<file path="src/rtl/tinyqv_pkg.sv">
// Shared definitions for the TinyQV memory sequencer: FSM states, the
// word-sized memory op code, and the byte stride between consecutive beats.
package tinyqv_pkg;

  // Sequencer states: wait for a start, present a request, wait for load
  // data, and a one-cycle completion marker.
  typedef enum logic [1:0] {
    SEQ_IDLE      = 2'd0,
    SEQ_REQ       = 2'd1,
    SEQ_WAIT_LOAD = 2'd2,
    SEQ_DONE      = 2'd3
  } seq_state_e;

  // Size/sign op the decoder uses for every multi-register access.
  localparam logic [2:0] MEM_OP_WORD = 3'b010;

  // Consecutive beats always step by one 32-bit word.
  localparam int unsigned ADDR_STRIDE = 4;

endpackage

</file>
<file path="src/rtl/tinyqv_mem_sequencer.sv">
// Memory beat sequencer for TinyQV loads and stores.
// One decoded access (single word, 2/4-register, LCXT/SCXT or memset) is
// expanded into 1..8 memory beats. Address, register index and remaining
// beat count advance inline after each completed beat; only one request is
// ever outstanding.
module tinyqv_mem_sequencer
  import tinyqv_pkg::*;
#(
  parameter int REG_ADDR_BITS = 4,
  parameter int ADDR_BITS     = 28
) (
  input  logic                     clk,
  input  logic                     rstn,

  input  logic                     start,
  output logic                     start_ready,
  input  logic                     start_is_store,
  input  logic [ADDR_BITS-1:0]     start_addr,
  input  logic [REG_ADDR_BITS-1:0] start_reg,
  input  logic [2:0]               start_count,
  input  logic                     start_inc_reg,
  input  logic [2:0]               start_mem_op,

  output logic                     mem_req_valid,
  input  logic                     mem_req_ready,
  output logic                     mem_req_write,
  output logic [ADDR_BITS-1:0]     mem_req_addr,
  output logic [2:0]               mem_req_op,
  input  logic                     load_data_valid,

  output logic [REG_ADDR_BITS-1:0] beat_reg,
  output logic                     wb_en,
  output logic                     busy,
  output logic                     done
);

  // Sequencing state and captured access description.
  seq_state_e               state_q, state_d;
  logic [ADDR_BITS-1:0]     addr_q, addr_d;
  logic [REG_ADDR_BITS-1:0] reg_q, reg_d;
  logic [2:0]               remaining_q, remaining_d;
  logic                     write_q, write_d;
  logic                     inc_q, inc_d;
  logic [2:0]               op_q, op_d;

  // Registered status outputs, computed from the next state.
  logic                     valid_q;
  logic                     busy_q;
  logic                     done_q;

  // Per-beat advance helpers.
  logic                     last_beat;
  logic [ADDR_BITS-1:0]     addr_next;
  logic [REG_ADDR_BITS-1:0] reg_next;

  assign last_beat = (remaining_q == 3'd0);
  assign addr_next = addr_q + ADDR_BITS'(ADDR_STRIDE);
  assign reg_next  = reg_q + REG_ADDR_BITS'(inc_q);

  // Next-state logic: capture on start, advance after each completed beat.
  always_comb begin
    state_d     = state_q;
    addr_d      = addr_q;
    reg_d       = reg_q;
    remaining_d = remaining_q;
    write_d     = write_q;
    inc_d       = inc_q;
    op_d        = op_q;

    unique case (state_q)
      SEQ_IDLE: begin
        if (start) begin
          state_d     = SEQ_REQ;
          addr_d      = start_addr;
          reg_d       = start_reg;
          remaining_d = start_count;
          write_d     = start_is_store;
          inc_d       = start_inc_reg;
          op_d        = start_mem_op;
        end
      end

      SEQ_REQ: begin
        if (mem_req_ready) begin
          if (!write_q) begin
            state_d = SEQ_WAIT_LOAD;
          end else if (last_beat) begin
            state_d = SEQ_DONE;
          end else begin
            remaining_d = remaining_q - 3'd1;
            addr_d      = addr_next;
            reg_d       = reg_next;
          end
        end
      end

      SEQ_WAIT_LOAD: begin
        if (load_data_valid) begin
          if (last_beat) begin
            state_d = SEQ_DONE;
          end else begin
            state_d     = SEQ_REQ;
            remaining_d = remaining_q - 3'd1;
            addr_d      = addr_next;
            reg_d       = reg_next;
          end
        end
      end

      SEQ_DONE: begin
        state_d = SEQ_IDLE;
      end

      default: begin
        state_d = SEQ_IDLE;
      end
    endcase
  end

  // State and output registers; reset abandons any sequence in flight.
  always_ff @(posedge clk or negedge rstn) begin
    if (!rstn) begin
      state_q     <= SEQ_IDLE;
      addr_q      <= '0;
      reg_q       <= '0;
      remaining_q <= '0;
      write_q     <= 1'b0;
      inc_q       <= 1'b0;
      op_q        <= '0;
      valid_q     <= 1'b0;
      busy_q      <= 1'b0;
      done_q      <= 1'b0;
    end else begin
      state_q     <= state_d;
      addr_q      <= addr_d;
      reg_q       <= reg_d;
      remaining_q <= remaining_d;
      write_q     <= write_d;
      inc_q       <= inc_d;
      op_q        <= op_d;
      valid_q     <= (state_d == SEQ_REQ);
      busy_q      <= (state_d != SEQ_IDLE);
      done_q      <= (state_d == SEQ_DONE);
    end
  end

  // A new access can only be taken once the previous one has fully retired.
  assign start_ready = (state_q == SEQ_IDLE);

  // Load write-back follows the data strobe directly so the register file
  // captures it in the same cycle.
  assign wb_en = (state_q == SEQ_WAIT_LOAD) && load_data_valid;

  assign mem_req_valid = valid_q;
  assign mem_req_write = write_q;
  assign mem_req_addr  = addr_q;
  assign mem_req_op    = op_q;
  assign beat_reg      = reg_q;
  assign busy          = busy_q;
  assign done          = done_q;

endmodule

</file>
<file path="config.mk">
export PLATFORM = sky130hd
export DESIGN_NAME = tinyqv_mem_sequencer
export DESIGN_NICKNAME = d
export VERILOG_FILES = /design/src/rtl/tinyqv_pkg.sv /design/src/rtl/tinyqv_mem_sequencer.sv
export SDC_FILE = /design/constraint.sdc
export NUM_CORES = 1
export LEC_CHECK = 0
export ABC_AREA = 1
export CORE_MARGIN = 2
export CORE_UTILIZATION = 52
export CTS_CLUSTER_DIAMETER = 120
export DETAILED_ROUTE_END_ITERATION = 12
export GPL_ROUTABILITY_DRIVEN = 0
export PLACE_DENSITY = 0.94
export RECOVER_POWER = 100
export SLEW_MARGIN = 10
export SYNTH_ARGS = -nofsm -noshare
export SYNTH_HDL_FRONTEND = slang
export SYNTH_SLANG_ARGS = --single-unit
export TNS_END_PERCENT = 100
</file>
<file path="constraint.sdc">
create_clock -name clk -period 4.35 [get_ports clk]
set_clock_uncertainty 0.2 [all_clocks]
set_input_delay 1.305 -clock clk [delete_from_list [all_inputs] [get_ports clk]]
set_output_delay 1.305 -clock clk [all_outputs]
set_load 0.01 [all_outputs]
</file>
==> flow_summary.ini <==
[outcome]
status = finished with violations
failed_checks = max-capacitance violations, max-slew violations

[logic_synthesis]
avgSynthCellArea_um2 = 6.98
netlist_instances = 429
synth_cell_types = 31
ys_warn_count = 0
ys_seq_area_frac = 0.376
ys_seq_elements = 45
syn-num-nets = 483
syn-cell-area_um2 = 3000

[global_route]
grt_pass1_vias = 3099
grt_pass1_wl_um = 13600
grt_overflow = 0
grt.total_usage = 0.269
antenna_found_initial = 0
grt_start_max_net_pins = 46

[power]
ir_worst_vdd_mv = 0.387
power_leakage_nw = 1.86
power_density_nw_per_um2 = 763

[final_layout]
syn_to_final_growth_pct = 31.8
fin_area_um2 = 3950
diodes = 0
largest_reg_flops = 28
layout-drive-gt1-share = 0.0825
utilization = 0.713
fillerInstances = 442
nets = 563

[worst_setup_path]
startpoint_type = input pin
crit_arrival_ns = 2.52
critPathKind = in -> out
critPathMaxStageDelay_ns = 0.61
cpMaxStageDelayCell = dlygate4sd3_1
r2r_setup_slack_ns = 1.05
crit_path_max_fanout = 2
path_cells = clkdlybuf4s50_1 > nand2_1 > inv_1 > dlygate4sd3_1
setup.worst_path.end = wb_en
rr_startpoint = state_q[0]
end_kind = output pin
timing.rr.end = mem_req_addr[16]
critPathLaunch = load_data_valid
critPathRequiredTime_ns = 2.84
reg2reg_depth = 10

[cts]
clock_sinks = 45
numCtsBuffers = 5
root_buffer = clkbuf_8
cts_setup_buffers = 0
postCtsHoldBufs = 0
htree_levels = 2
cts_tree = done
clk_latency_ns = 0.30
path_clk_slew_ns = 0.09
cts_buffer_depth = 2
post_cts_resized = 0

[timing]
drv_slew = 46
max_slew_margin = -0.642
post-route-period-util = 0.926
tightest_slew_ns = 2.46
hold_ws_ns = 0.310
timing.fmax_mhz = 248
setup_viol = 0
timing.final.ws_setup_ns = 0.323
hold_violations = 0
setup-tns-final_ns = 0
period_minus_slack_ns = 4.03
rsz0062_at_grt = no

[route]
drc = 0
drt_iter0_markers = 298
dr.pass1.iters = 5
wirelength_um = 8200
vias = 3221
wire_per_inst_um = 14.1
ant_nets = 0
viasPerCell = 5.54

[die]
die_area_um2 = 6380
io_pins = 86
fp.dieH_um = 79.9
core_um2 = 5540
die_w_um = 79.9
num_rows = 27
initial_core_util = 0.541

[place]
dp_slack_ns = 0.391
place_hpwl_um = 5950
placed_area_um2 = 3870
port_buffers = 85

[job]
maxCapViolations = 1

[min_path]
hold_path.class = reg -> reg
worstHoldPathCells = 1
final cells by class:
| class | count | area, um^2 | area share |
|---|---|---|---|
| clock buffer | 6 | 82.6 | 0.0209 |
| clock inverter | 1 | 7.51 | 0.00190 |
| inverter | 42 | 160 | 0.0406 |
| multi-input combinational | 328 | 1620 | 0.411 |
| sequential | 45 | 1130 | 0.285 |
| tap | 72 | 90.1 | 0.0228 |
| timing repair buffer | 87 | 860 | 0.218 |
per-layer routing:
metal / GRT usage / part of all wire / vias to the layer above
li1: - / - / 1530
met1: 0.317 / 0.38 / 1495
met2: 0.469 / 0.51 / 167
met3: 0.0656 / 0.085 / 29
met4: 0.103 / 0.027 / 0
met5: 0 / 0 / -
power breakdown:
part	internal (mW)	total, mW	switching (mW)
Clock	0.126	0.274	0.148
Sequential	0.641	0.881	0.240
Combinational	0.747	1.86	1.11
worst max-delay path, delay by kind of cell:
kind / cells / cell delay, ns
buffers and inverters: 3 / 1.15
and+or+nand+nor: 1 / 0.07
per-stage QoR:
step                      cells  power, mW
after global placement      574       2.70
after floorplan             429       2.12
after global routing        581       3.29
after detailed placement    574       2.81
final                       581       3.01
after CTS                   581       3.10
cell families after synthesis:
family / count (synthesis) / share of synthesized area
and+or+nand+nor: 253 / 0.373
AOI/OAI and AO/OA: 60 / 0.111
buffers and inverters: 56 / 0.0798
DFF: 45 / 0.376
adders and majority gates: 9 / 0.0376
muxes: 6 / 0.0226
how the worst min path moves through the flow:
stage	startpoint	to	slack, ns
floorplan	inc_q	inc_q	0.28
global placement	mem_req_op[1]	mem_req_op[1]	0.29
detailed placement	mem_req_addr[0]	mem_req_addr[0]	0.30
CTS	mem_req_addr[0]	mem_req_addr[0]	0.32
global route	mem_req_op[0]	mem_req_op[0]	0.33
finish	mem_req_op[0]	mem_req_op[0]	0.31
Yosys cell counts:
cell type / n / area share
nand3_1: 33 / 0.055
ha_1: 9 / 0.038
o211ai_1: 1 / 0.0025
buf_4: 3 / 0.0075
a21o_1: 1 / 0.0025
a31oi_1: 5 / 0.010
and2_1: 1 / 0.0021
inv_2: 3 / 0.0038
nand2_1: 136 / 0.17
buf_2: 6 / 0.010
buf_6: 1 / 0.0038
nor2_4: 5 / 0.019
nand2_4: 2 / 0.0075
nand2_2: 3 / 0.0063
nor2_8: 1 / 0.0067
or2_2: 5 / 0.010
clkbuf_1: 4 / 0.0050
a21oi_1: 19 / 0.032
inv_4: 1 / 0.0021
o21bai_1: 5 / 0.013
o22ai_1: 5 / 0.010
o21ai_1: 8 / 0.013
mux2_2: 6 / 0.023
nor2_2: 8 / 0.017
nand4_1: 5 / 0.010
o21ai_0: 15 / 0.025
nor2_1: 53 / 0.066
dfrtp_1: 45 / 0.38
and3_1: 1 / 0.0021
a22oi_1: 1 / 0.0025
inv_1: 38 / 0.048
placed cells by master (no fill, tap or decap), drive strengths merged:
cell type      netlist  routed
nand4                5       5
buf                 10       2
o22ai                5       5
nand3               33      33
a22oi                1       1
a31oi                5       5
a21o                 1       1
nor2                67      67
clkdlybuf4s50        0      41
o21bai               5       5
and2                 1       1
dfrtp               45      45
o21ai               23      23
mux2                 6       6
clkbuf               4       7
dlygate4sd3          0      43
o211ai               1       1
a21oi               19      19
inv                 42      42
and3                 1       1
ha                   9       9
nand2              141     141
clkinvlp             0       1
or2                  5       5
Power figures use the tool's default switching activity.
